## src/rtl/fetch_unit.sv

```systemverilog
// fetch_unit: RV32 instruction fetch; tags imem reads with their pc, queues responses in order, hands {instr, instr_pc} to decode.
// Latency: grant in cycle t, rvalid no earlier than t+1, instruction visible to decode the cycle after rvalid (no bypass).
// Backpressure: imem_req drops while DEPTH slots are allocated; decode stalls via instr_ready; redirect flushes and drops stale responses.
// Optional feature macro: IFETCH_MISALIGN_EN (sticky misaligned-target flag, fetch halted until an aligned redirect).
module fetch_unit #(
  parameter int DEPTH = 2
) (
  input  logic        clk,
  input  logic        rst,
  input  logic [31:0] pc,
  output logic [31:0] next_pc,
  input  logic        redirect,
  input  logic [31:0] redirect_pc,
  output logic        imem_req,
  output logic [31:0] imem_addr,
  input  logic        imem_gnt,
  input  logic        imem_rvalid,
  input  logic [31:0] imem_rdata,
  output logic        instr_valid,
  input  logic        instr_ready,
  output logic [31:0] instr,
  output logic [31:0] instr_pc
`ifdef IFETCH_MISALIGN_EN
  ,
  output logic        fetch_misaligned
`endif
);

  // Pointers carry one extra wrap bit so full (alloc == DEPTH) and empty are distinguishable.
  localparam int IW = $clog2(DEPTH);
  localparam int PW = IW + 1;
  localparam logic [PW-1:0] DEPTH_P = PW'(DEPTH);
  localparam logic [PW-1:0] PTR_ONE = PW'(1);

  // wr: next slot to allocate at grant; fill: next slot awaiting rdata; rd: head handed to decode.
  logic [PW-1:0] wr_ptr;
  logic [PW-1:0] fill_ptr;
  logic [PW-1:0] rd_ptr;
  // Responses still owed by memory for requests flushed by a redirect.
  logic [PW-1:0] discard;

  logic [PW-1:0] alloc;
  logic [PW-1:0] inflight;
  logic [PW-1:0] avail;

  logic [31:0] pc_mem    [DEPTH];
  logic [31:0] instr_mem [DEPTH];

  logic        grant;
  logic        fill_en;
  logic        pop;
  logic        misaligned;
  logic [31:0] redirect_tgt;

  assign alloc    = wr_ptr - rd_ptr;
  assign inflight = wr_ptr - fill_ptr;
  assign avail    = fill_ptr - rd_ptr;

`ifdef IFETCH_MISALIGN_EN
  // Misaligned targets are passed through raw so the trap logic sees the real address.
  assign redirect_tgt     = redirect_pc;
  assign fetch_misaligned = misaligned;

  // Sticky misaligned flag: every redirect re-evaluates it, nothing else touches it.
  always_ff @(posedge clk) begin
    if (rst) begin
      misaligned <= 1'b0;
    end else if (redirect) begin
      misaligned <= (redirect_pc[1:0] != 2'b00);
    end
  end
`else
  // Without checking, the low bits are simply forced to a word boundary.
  logic unused_lsbs;
  assign unused_lsbs  = ^redirect_pc[1:0];
  assign redirect_tgt = {redirect_pc[31:2], 2'b00};
  assign misaligned   = 1'b0;
`endif

  // Request whenever a slot is free; uses registered alloc so a pop only frees a slot next cycle.
  always_comb begin
    imem_req = !rst && !redirect && !misaligned && (alloc < DEPTH_P);
  end

  assign imem_addr = pc;
  assign grant     = imem_req && imem_gnt;

  // A response is kept only when no flushed responses are still owed and no redirect is flushing now.
  assign fill_en = imem_rvalid && (discard == '0) && !redirect;

  // Decode sees the queue head; a redirect cycle masks it so nothing stale escapes.
  always_comb begin
    instr_valid = !rst && !redirect && (avail != '0);
    instr       = instr_mem[rd_ptr[IW-1:0]];
    instr_pc    = pc_mem[rd_ptr[IW-1:0]];
  end

  assign pop = instr_valid && instr_ready;

  // Next pc for the external pc register: reset, then redirect, then advance on grant, else hold.
  always_comb begin
    next_pc = pc;
    if (rst) begin
      next_pc = 32'h0;
    end else if (redirect) begin
      next_pc = redirect_tgt;
    end else if (grant) begin
      next_pc = pc + 32'd4;
    end
  end

  // Queue pointers and discard count; a redirect wins over grant, fill and pop in the same cycle.
  always_ff @(posedge clk) begin
    if (rst) begin
      wr_ptr   <= '0;
      fill_ptr <= '0;
      rd_ptr   <= '0;
      discard  <= '0;
    end else if (redirect) begin
      wr_ptr   <= '0;
      fill_ptr <= '0;
      rd_ptr   <= '0;
      // Every request still in flight will answer later; the one answering now is dropped here.
      discard  <= discard + inflight - PW'(imem_rvalid);
    end else begin
      if (grant) begin
        wr_ptr <= wr_ptr + PTR_ONE;
      end
      if (imem_rvalid) begin
        if (discard != '0) begin
          discard <= discard - PTR_ONE;
        end else begin
          fill_ptr <= fill_ptr + PTR_ONE;
        end
      end
      if (pop) begin
        rd_ptr <= rd_ptr + PTR_ONE;
      end
    end
  end

  // Entry payloads: pc captured at grant, instruction word captured at fill; held until overwritten.
  always_ff @(posedge clk) begin
    if (grant) begin
      pc_mem[wr_ptr[IW-1:0]] <= pc;
    end
    if (fill_en) begin
      instr_mem[fill_ptr[IW-1:0]] <= imem_rdata;
    end
  end

  // Memory must never answer when nothing is outstanding.
  a_rvalid_protocol: assert property (@(posedge clk) disable iff (rst)
    !(imem_rvalid && (inflight == '0) && (discard == '0)));

  // Allocation can never run past the queue size.
  a_alloc_bound: assert property (@(posedge clk) disable iff (rst)
    alloc <= DEPTH_P);

endmodule
```

## config.mk

```make
export PLATFORM = sky130hd
export DESIGN_NAME = fetch_unit
export DESIGN_NICKNAME = d
export VERILOG_FILES = /design/src/rtl/fetch_unit.sv
export SDC_FILE = /design/constraint.sdc
export NUM_CORES = 1
export LEC_CHECK = 0
export BUFFER_PORTS_ARGS = -buffer_cell sky130_fd_sc_hd__buf_2
export CELL_PAD_IN_SITES_DETAIL_PLACEMENT = 1
export CELL_PAD_IN_SITES_GLOBAL_PLACEMENT = 2
export CORE_MARGIN = 2
export CORE_UTILIZATION = 30
export CTS_BUF_LIST = sky130_fd_sc_hd__clkbuf_2 sky130_fd_sc_hd__clkbuf_4 sky130_fd_sc_hd__clkbuf_8
export DETAILED_ROUTE_END_ITERATION = 8
export GPL_ROUTABILITY_DRIVEN = 1
export PLACE_DENSITY_LB_ADDON = 0.25
export REMOVE_ABC_BUFFERS = 1
export SLEW_MARGIN = 20
export SYNTH_ARGS = -nofsm -noshare
export SYNTH_HDL_FRONTEND = slang
export SYNTH_SLANG_ARGS = --single-unit
export TNS_END_PERCENT = 10
```

## constraint.sdc

```tcl
create_clock -name clk -period 13.4 [get_ports clk]
set_clock_uncertainty 0.1 [all_clocks]
set_input_delay 2.68 -clock clk [delete_from_list [all_inputs] [get_ports clk]]
set_output_delay 2.68 -clock clk [all_outputs]
set_load 0.005 [all_outputs]
```

# After elaboration in Yosys (flattened, before gate mapping)
# Memory sizes are Yosys's and may differ from the RTL's. A register that Yosys moved wholly into a read port is not among the register bits.
# Index checks and enable logic that the tools add are counted.
# classes
n_addsub	10
multipliers	0
div	0
magnitude_cmp	1
n_eq_ne	0
n_shift	0
muxes	14
bitwise	1
reduce_logical	17
# op_table
operator	count
two-way mux 32 bit	3
adder 32 x 3 -> 32 bit, second input constant	1
two-way mux 1 bit	8
nonzero test 2 bit	4
logical AND 1 bit	7
adder 2 x 1 -> 2 bit, second input constant	3
two-way mux 2 bit	3
subtractor 2 bit	3
AND reduction 2 bit	2
adder 2 bit	1
logical NOT 1 bit	2
logical NOT 2 bit	1
< comparator 2 bit, second input constant	1
OR reduction 2 bit	1
subtractor 2 x 1 -> 2 bit	1
subtractor 2 x 1 -> 2 bit, second input constant	1
inverter 1 bit	1
# word_totals
regBits	8
latch_bits	0
ram_bits	128
romBits	0
inputBits	102
memories	2
# memory_table
memory	words	word_bits	read_ports	rd_clocked_by_memory_dff	write_ports	line	rtl
instr_mem	2	32	1	1	1	47	logic [31:0] instr_mem [DEPTH];
pc_mem	2	32	1	1	1	46	logic [31:0] pc_mem [DEPTH];

# Depth between registers and ports, before layout
# Gate-level depths: netlist of run 1.
# logic_depth
depth_word	7
depth_mapped	10
ltp_nobuf	10

# Worst setup path after synthesis of run 1
# No wires, ideal clock.
# synth_path
path_kind	input port to output port
from	in redirect
to	out next_pc[23]
arrival_ns	4.449
t_required_ns	10.620
path_slack_ns	6.171
cell_stages	6
n_path_buf	2
path_cell_list	or2_2 -> clkbuf_1 -> or4_1 -> buf_2 -> or3_1 -> a2111oi_1
# synth_via
elab_chain_cells	7
# synth_lines
element	line	rtl
start, declared	12	input logic redirect,
logical NOT 1 bit	82	imem_req = !rst && !redirect && !misaligned && (alloc < DEPTH_P);
logical AND 1 bit (2 in a row)	82	
logical AND 1 bit	86	assign grant = imem_req && imem_gnt;
two-way mux 32 bit	107	end else if (grant) begin
two-way mux 32 bit *	105	end else if (redirect) begin
two-way mux 32 bit *	103	if (rst) begin
end, declared	11	output logic [31:0] next_pc,
# Every way passes the cells marked *; elsewhere a longest branch is shown, timed or not.

# Worst setup path after layout of run 1
# layout_path
from	in rst
to	out next_pc[13]
# layout_via
elab_chain_cells	7
# layout_lines
element	line	rtl
start, declared	9	input logic rst,
logical NOT 1 bit	82	
logical AND 1 bit (2 in a row)	82	
logical AND 1 bit	86	
two-way mux 32 bit	107	
two-way mux 32 bit	105	
two-way mux 32 bit *	103	
# Marked as above.

==> run summary, run 1 <==
Outcome: finished, final reports clean
Initial Utilization: 0.304
Seq cells post-synth: 137
Startpoint types: input port
Synthesis Warnings: 0
VDD IR max: 0.0000527 V
Mapped Area: 0.00657 mm2
Core region area: 0.0216 mm2
R2R Path End: pc_mem[1][11]
Largest fanout on the critical path: 31
WHS Path Cells: 2
CP Data Arrival Time: 5.37 ns
Worst Max-Slew Pin Slew: 0.930 ns
EDFF count, synth: 128
Setup tns final: 0 ns
Post-Synthesis Cells: 492
Layout cells sized above 1: 0.481
Most used cell, CP: buf_2
Buffers & Inverters on Critical Path: 3
Antenna diode count: 0
Top-area cell type share of the netlist area: 0.585
Max cap viols: 0
Met2 usage: 0.266
Vert. Die Dim: 152 um
Adder-cell share of the synthesized area: 0.0118
Post-CTS Repair Setup Buffers: 0
Fmax achieved: 0.123 GHz
CP top delay family: compound AO/OA/AOI/OAI gates
Hold Buf Count CTS: 0
Req. time, crit path: 10.62 ns
Final setup violating endpoints: 0
Worst rel slew slack: 0.364
Top Usage Layer GRT: met2
Most common cell after layout, fill and taps aside: buf_2
Mux share of post-synthesis cell area: 0.110
Compound-Gate Fraction of Synth Area: 0.0579
Crit end category: output pin
Avg Cell Area, Syn: 13.3 um2
Die area: 0.0231 mm2
Hold Vio Cnt, Final: 0
Sequential fraction of the synthesis area: 0.613
Synth top area cells: edfxtp_1 (59%), mux2_2 (11%), buf_4 (3.7%)
Reg2reg setup slack: 10.53 ns
Vias: 4,737
Simple-gate share of the synthesized area: 0.109
Max-slew violations: 0
Distinct cells, synth: 43
Worst r2r path cells: 5
Met3 Usage GRT: 0.0396
DR iter-0 viols: 178
Area growth syn-to-layout: 25.9%
Largest family of logic cells by synthesized area: multiplexers
CTS clk-pin slew, worst paths: 0.08 ns
Die X: 152 um
Crit share post-route: 0.608
Vias in the first global route: 5,011
Fin nets: 796
Sink Count: 137
PD cells: 116 mW/mm2
Crit path time final: 8.15 ns
First-pass GRT wire length: 28,900 um
Hold Path Class: reg -> reg
Wirelength per Cell: 18.8 um
Asr flop ratio synth: 0
Ports: 232
Hold Path Sink: wr_ptr[1]
Critical-path top delay cell: a2111oi_0
Final WL: 18,500 um
Largest net degree at the start of global routing: 65
RSZ-0062 raised after global routing: no
Max stage delay on crit path: 0.88 ns
Drt via density: 4.83
I/O Buffers: 229
Later-pin clock latency in the skew report: 0.43 ns
Commonest cells after routing, fill and taps aside: buf_2 (229), edfxtp_1 (128), mux2_2 (64)
Hold Crit Start: wr_ptr[1]
DRC Markers: 0
R2R Path Start: rd_ptr[1]
Num CTS Buffers: 17
Ys flop type: edfxtp_1
Site Rows: 54
Synth Area in XOR/XNOR: 0.0398
Drt first pass iters: 5
CP Class: in -> out
H-tree depth: 4
Fin Hold WS: 0.477 ns
Met1 usage: 0.215
Grt total ovfl: 0
Placer Congestion: 0.793
HPWL Detailed: 13,100 um
CP Cell Sequence: buf_2, nor2_1, buf_4, nand3b_1, a2111oi_0, xnor2_1, a211oi_1, buf_2
Clock Path Buffers: 2
Detail Route Antenna Nets: 0
Area leader, netlist: edfxtp_1
Final total power: 963 uW
P_leak: 0.00309 uW
CTS tree: done
Initial antenna violation count: 0
CTS Root Cell: clkbuf_8
Post-cts resize count: 0
Total GRT Usage: 0.162
-- cells by family (layout without fill, tap and decap cells) --
logic type                 Yosys count  in the layout
xor gates and xnor gates            29             29
buffers and inverters               71            280
DFF                                137            137
and+or+nand+nor                    135            135
adders and majority gates            5              5
AOI/OAI and AO/OA                   51             51
muxes                               64             64
-- per-stage QoR --
stage | util | std cells | worst slack (ns) | area, um2
floorplan | - | 434 | 6.11 | 6230
global placement | 0.360 | 948 | 5.28 | 7790
detailed placement | 0.360 | 948 | 5.20 | 7790
CTS | 0.380 | 979 | 5.20 | 8220
global route | 0.382 | 981 | 4.98 | 8270
finish | 0.382 | 981 | 5.25 | 8270
-- power by group --
part           internal, uW  switching (uW)
logic                  46.1            59.1
clock network           203             169
registers               482            4.10
total                   731             232
-- worst max-delay path by stage --
stage | startpoint | to | slack, ns | cells past startpoint
3_5_place_dp | rst | next_pc[13] | 5.20 | 8
3_3_place_gp | rst | next_pc[13] | 5.28 | 8
6_report | rst | next_pc[13] | 5.25 | 8
4_1_cts | rst | next_pc[13] | 5.20 | 8
5_1_grt | rst | next_pc[13] | 4.98 | 8
2_1_floorplan | redirect | next_pc[23] | 6.11 | 4
-- worst reg2reg max path, stage by stage, from the launching register on --
cell and delay (ns):
dfxtp_1 0.37, xnor2_2 0.28, xor2_1 0.47, nand3_1 0.45, nor2_4 0.65, buf_16 0.24
-- synth_stat cells, types with 6 or more instances --
master,n
a21oi_1,7
xnor2_1,20
inv_1,13
dfxtp_1,9
xor2_1,8
nand2_1,18
mux2_2,64
nand4_1,13
or4_1,7
nor4_1,6
edfxtp_1,128
nor2_1,39
a211oi_1,15
buf_4,32
clkbuf_1,24
a2111oi_0,6
a311oi_1,6
and4_1,8
or3_1,6
nand3_1,15
-- state kept, by name, summed over array words and instances, names as in the netlist, named ones only --
register and flops:
rd_ptr 2, pc_mem 64, wr_ptr 2, fill_ptr 2, instr_mem 64, discard 2
-- metal layers --
layer | up-vias | share of wire
li1 | 2232 | -
met1 | 2330 | 0.46
met4 | 0 | 0.011
met5 | - | 0
met3 | 13 | 0.048
met2 | 162 | 0.48
-- final cells by class --
type | count | area, um2
Multi-Input combinational cell | 284 | 2180
Tap cell | 280 | 350
Inverter | 13 | 48.8
Clock inverter | 14 | 196
Timing Repair Buffer | 236 | 1230
Clock buffer | 17 | 234
Fill cell | 2389 | 13400
Sequential cell | 137 | 4030
(Power assumes the default switching activity.)
==> run 2: changes to the inputs <==
Clock period 13.4 ns to 8 ns, I/O delays scaled along.
==> run 2 against run 1 <==
Net effect:
- die area unchanged
- highest routed layer unchanged
- sequential cell count stayed put
- largest cell class unchanged
- critical path type unchanged
- utilization is 0.19 points lower
==> run summary, run 2 (same netlist as run 1, synthesis figures left out) <==
Fmax achieved: 0.168 GHz
CP Class: in -> out
Flop pwr share: 0.525 (+0.020)
Hold Path Sink: wr_ptr[1]
Max cap viols: 0 (unchanged)
DR iter-0 viols: 191 (+7.3%)
Hold Buf Count CTS: 0 (unchanged)
WHS Path Cells: 2 (unchanged)
RSZ-0062 raised after global routing: no
CP startpoint: rst
Ports: 232 (unchanged)
Outcome: finished, final reports clean
VDD IR max: 0.0000760 V (+44%)
Logic pwr share: 0.114 (+0.005)
Die area: 0.0231 mm2 (unchanged)
Most used cell, CP: buf_2
CTS tree: done
Initial antenna violation count: 0 (unchanged)
Drt first pass iters: 4 (-1)
Drt via density: 4.81 (-0.42%)
Worst r2r path cells: 5 (unchanged)
Clock Path Buffers: 2 (unchanged)
Largest fanout on the critical path: 31 (unchanged)
Final total power: 1550 uW (+61%)
Detail Route Antenna Nets: 0 (unchanged)
Sw frac: 0.251 (+0.0101)
Vias: 4,717 (-0.42%)
Later-pin clock latency in the skew report: 0.43 ns (about the same)
R2R Path Start: rd_ptr[0]
Hold Crit Start: wr_ptr[1]
Final WS setup: 2.05 ns (-3.20 ns)
Startpoint types: input port
Post-CTS Repair Setup Buffers: 0 (unchanged)
Total GRT Usage: 0.162 (+0.000744)
CTS clk-pin slew, worst paths: 0.08 ns (about the same)
Setup tns final: 0 ns (unchanged)
Site Rows: 54 (unchanged)
Wirelength per Cell: 18.9 um (+0.47%)
Worst rel slew slack: 0.375 (+0.0109)
H-tree depth: 4 (unchanged)
Fin nets: 796 (unchanged)
Placer Congestion: 0.779 (-1.7%)
Placed Area: 0.00779 mm2 (unchanged)
I/O Buffers: 229 (unchanged)
First-pass GRT wire length: 29,000 um (+0.43%)
Post-cts resize count: 0 (unchanged)
Die X: 152 um (unchanged)
Max stage delay on crit path: 0.77 ns (-0.11 ns)
Layout cells sized above 1: 0.481 (unchanged)
Setup WS pre-CTS: 1.98 ns (-3.21 ns)
Core region area: 0.0216 mm2 (unchanged)
Initial Utilization: 0.304 (unchanged)
Area growth syn-to-layout: 25.3%
P_leak: 0.00307 uW (-0.68%)
Hold Path Class: reg -> reg
Internal: 1160 uW (+59%)
Sink Count: 137 (unchanged)
Reg2reg setup slack: 5.15 ns (-5.38 ns)
Worst Max-Slew Pin Slew: 0.914 ns (-0.0159 ns)
Max-slew violations: 0 (unchanged)
Largest net degree at the start of global routing: 65 (unchanged)
Most common cell after layout, fill and taps aside: buf_2
Antenna diode count: 0 (unchanged)
Sw power: 389 uW (+68%)
Vias in the first global route: 4,994 (-0.34%)
PD cells: 188 mW/mm2 (+62%)
DRC Markers: 0 (unchanged)
HPWL Detailed: 13,100 um (-0.28%)
Final non-filler cell area: 0.00823 mm2 (-0.48%)
Hold Vio Cnt, Final: 0 (unchanged)
CTS Root Cell: clkbuf_8
Crit share post-route: 0.744
Critical-path top delay cell: or4_1
CP Cell Sequence: buf_2, or2_2, or4_1, or3_1, a2111oi_1, buf_2
Vert. Die Dim: 152 um (unchanged)
R2R Path End: pc_mem[1][28]
Crit end category: output pin
Grt total ovfl: 0 (unchanged)
Final WL: 18,600 um (+0.47%)
Num CTS Buffers: 17 (unchanged)
Clk network pwr share: 0.361 (-0.025)
Final setup violating endpoints: 0 (unchanged)
Crit path time final: 5.95 ns
Commonest cells after routing, fill and taps aside: buf_2 (229), edfxtp_1 (128), mux2_2 (64)
Req. time, crit path: 6.30 ns (-4.32 ns)
CP Data Arrival Time: 4.25 ns (-1.12 ns)
==> run 2: cell types whose count changed in the layout (fill, tap and decap cells not counted), sizes merged <==
cell	before	now
bufinv	4	2
clkinv	6	7
clkinvlp	2	3
==> run 2: metal layers <==
metal  up-vias  GRT usage  wire, um
met1      2309      0.211      8460
met3        21     0.0376       861
met5         -          0         0
li1       2231          -         -
met4         0     0.0441       221
met2       156      0.273      9020
==> run 2: worst max-delay path by stage <==
stage | to | slack [ns] | cells after the start
after floorplan | next_pc[23] | 2.87 | 4
after global placement | next_pc[23] | 2.03 | 6
after detailed placement | next_pc[13] | 1.98 | 8
after CTS | next_pc[13] | 1.98 | 8
after global routing | next_pc[13] | 1.84 | 8
final | next_pc[23] | 2.05 | 6
==> run 2: through the flow <==
step                      instances  hold slack (ns)  utilization
after floorplan                 434            0.420            -
after global placement          948            0.444        0.360
after detailed placement        948            0.465        0.360
after CTS                       979            0.477        0.378
after global routing            981            0.513        0.380
final                           981            0.474        0.380
==> run 2: critical path: cells and delay by family <==
family                 cells  cell delay, ns
AND/OR/NAND/NOR            3            1.76
AO/OA/AOI/OAI              1            0.35
buffers and inverters      2            0.53
==> run 2: power by group through the flow <==
stage | combinational (uW) | clock [uW] | sequential [uW]
4_1_cts | 180 | 581 | 815
3_3_place_gp | 173 | 0 | 829
6_report | 176 | 559 | 814
5_1_grt | 198 | 607 | 817
3_5_place_dp | 179 | 0 | 831
2_1_floorplan | 73.0 | 0 | 830
==> run 2: area by class of cell <==
class / count / area [um2]
Clock buffer: 17 / 234
Fill cell: 2372 / 13400
Inverter: 13 / 48.8
Clock inverter: 14 / 149
Sequential cell: 137 / 4030
Timing Repair Buffer: 236 / 1240
Tap cell: 280 / 350
Multi-Input combinational cell: 284 / 2180
==> run 3: changes to the inputs <==
Clock period 8 ns to 4.85 ns, I/O delays scaled along.
==> run 3 against run 2 <==
Net effect:
- global-route usage is 0.092 points lower
- sequential cell count did not move
- utilization did not move
- wire length shrank 0.95%
- critical path depth grew 1
- combinational power rose by 66%
- final area stayed put
- sequential share of layout area unchanged
- non-clock buffer count up 8
- largest cell class unchanged
==> run summary, run 3 (same netlist as run 1, synthesis figures left out) <==
Outcome: finished, final reports clean
Setup tns final: 0 ns (unchanged)
Hold Path Class: reg -> reg
Startpoint types: input port
Most common cell after layout, fill and taps aside: buf_2
Grt total ovfl: 0 (unchanged)
Vias: 4,802 (+1.8%)
Clock Path Buffers: 2 (unchanged)
Largest fanout on the critical path: 9 (-71%)
Final non-filler cell area: 0.00823 mm2 (unchanged)
Hold Vio Cnt, Final: 0 (unchanged)
Sw frac: 0.252 (+0.00140)
Crit path time final: 4.36 ns
Vert. Die Dim: 152 um (unchanged)
H-tree depth: 4 (unchanged)
Vias in the first global route: 5,083 (+1.8%)
Total GRT Usage: 0.162 (-0.000916)
Fmax achieved: 0.230 GHz
Max cap viols: 0 (unchanged)
Req. time, crit path: 3.78 ns (-2.52 ns)
Clk network pwr share: 0.345 (-0.016)
VDD IR max: 0.000137 V (+80%)
Placer Congestion: 0.771 (-1.1%)
Initial Utilization: 0.304 (unchanged)
Site Rows: 54 (unchanged)
Sw power: 630 uW (+62%)
Drt first pass iters: 4 (unchanged)
Area growth syn-to-layout: 25.3% (unchanged)
Detail Route Antenna Nets: 0 (unchanged)
Layout cells sized above 1: 0.485 (+0.00445)
PD cells: 303 mW/mm2 (+61%)
Hold Buf Count CTS: 0 (unchanged)
Worst rel slew slack: 0.358 (-0.0169)
CTS tree: done
Later-pin clock latency in the skew report: 0.43 ns (about the same)
Initial antenna violation count: 1 (+1)
I/O Buffers: 229 (unchanged)
DRC Markers: 0 (unchanged)
Die X: 152 um (unchanged)
Logic pwr share: 0.117 (+0.003)
Num CTS Buffers: 17 (unchanged)
Crit share post-route: 0.898
Final WL: 18,400 um (-0.95%)
Drt via density: 4.85 (+0.77%)
Final setup violating endpoints: 0 (unchanged)
Fin nets: 804 (+1.0%)
DR iter-0 viols: 191 (unchanged)
Post-CTS Repair Setup Buffers: 0 (unchanged)
First-pass GRT wire length: 28,900 um (-0.36%)
CTS clk-pin slew, worst paths: 0.08 ns (about the same)
CTS Root Cell: clkbuf_8
CP Data Arrival Time: 3.29 ns (-0.96 ns)
P_leak: 0.00309 uW (+0.75%)
Core region area: 0.0216 mm2 (unchanged)
Crit end category: output pin
Fin Hold WS: 0.468 ns (-0.00617 ns)
RSZ-0062 raised after global routing: no
Worst Max-Slew Pin Slew: 0.963 ns (+0.0490 ns)
Wirelength per Cell: 18.6 um (-1.9%)
Ports: 232 (unchanged)
Flop pwr share: 0.538 (+0.013)
Internal: 1870 uW (+61%)
Post-cts resize count: 0 (unchanged)
Placed Area: 0.00786 mm2 (+0.96%)
HPWL Detailed: 13,400 um (+2.5%)
Max-slew violations: 0 (unchanged)
Sink Count: 137 (unchanged)
Die area: 0.0231 mm2 (unchanged)
CP Class: in -> out
Largest net degree at the start of global routing: 65 (unchanged)
Commonest cells after routing, fill and taps aside: buf_2 (229), edfxtp_1 (128), mux2_2 (64)
run 3: cell count changes in the layout (fill, tap and decap cells not counted):
cell	delta
buf_16	-2
buf_4	+10
bufinv_16	-1
clkinv_1	+1
clkinv_2	+1
clkinv_4	-1
clkinvlp_4	-2
diode_2	+2
inv_6	+1
inv_8	+1
run 3: per-layer routing:
layer  vias to the layer above  wire [um]  global-route usage
li1                       2245          -                   -
met3                        11        819              0.0339
met5                         -          0                   0
met4                         0        189              0.0418
met2                       168       8970               0.272
met1                      2378       8420               0.213
run 3: final cells by class:
cell class	count	area, um2
Antenna cell	2	5.00
Clock inverter	14	124
Timing Repair Buffer	244	1260
Tap cell	280	350
Inverter	13	48.8
Clock buffer	17	234
Multi-Input combinational cell	284	2180
Fill cell	2374	13400
Sequential cell	137	4030
run 3: worst paths after layout:
kind	from	to	depth (start not counted)	slack (ns)
max	pc[11]	next_pc[23]	7	0.49
min	wr_ptr[1]	wr_ptr[1]	2	0.47
max reg2reg	rd_ptr[1]	pc_mem[1][12]	6	2.08
min reg2reg	wr_ptr[1]	wr_ptr[1]	2	0.47
run 3: critical path, cell delays in order:
cell       delay, ns
buf_2           0.17
and4_1          0.34
nand4_1         0.12
or4_1           0.70
or3_1           0.43
a2111oi_1       0.35
buf_2           0.20
run 3: stage by stage:
stage          instances  power (uW)  setup WS, ns   util
3_3_place_gp         958        1660         0.500  0.364
6_report             991        2500         0.493  0.380
4_1_cts              989        2540         0.446  0.380
3_5_place_dp         958        1670         0.478  0.364
5_1_grt              990        2610         0.346  0.380
2_1_floorplan        434        1490         0.832      -
run 3: power groups by stage:
stage	clock network (uW)	logic (uW)	registers [uW]
2_1_floorplan	0	120	1370
3_3_place_gp	0	290	1370
3_5_place_dp	0	297	1370
4_1_cts	898	299	1340
5_1_grt	936	327	1350
6_report	861	292	1340
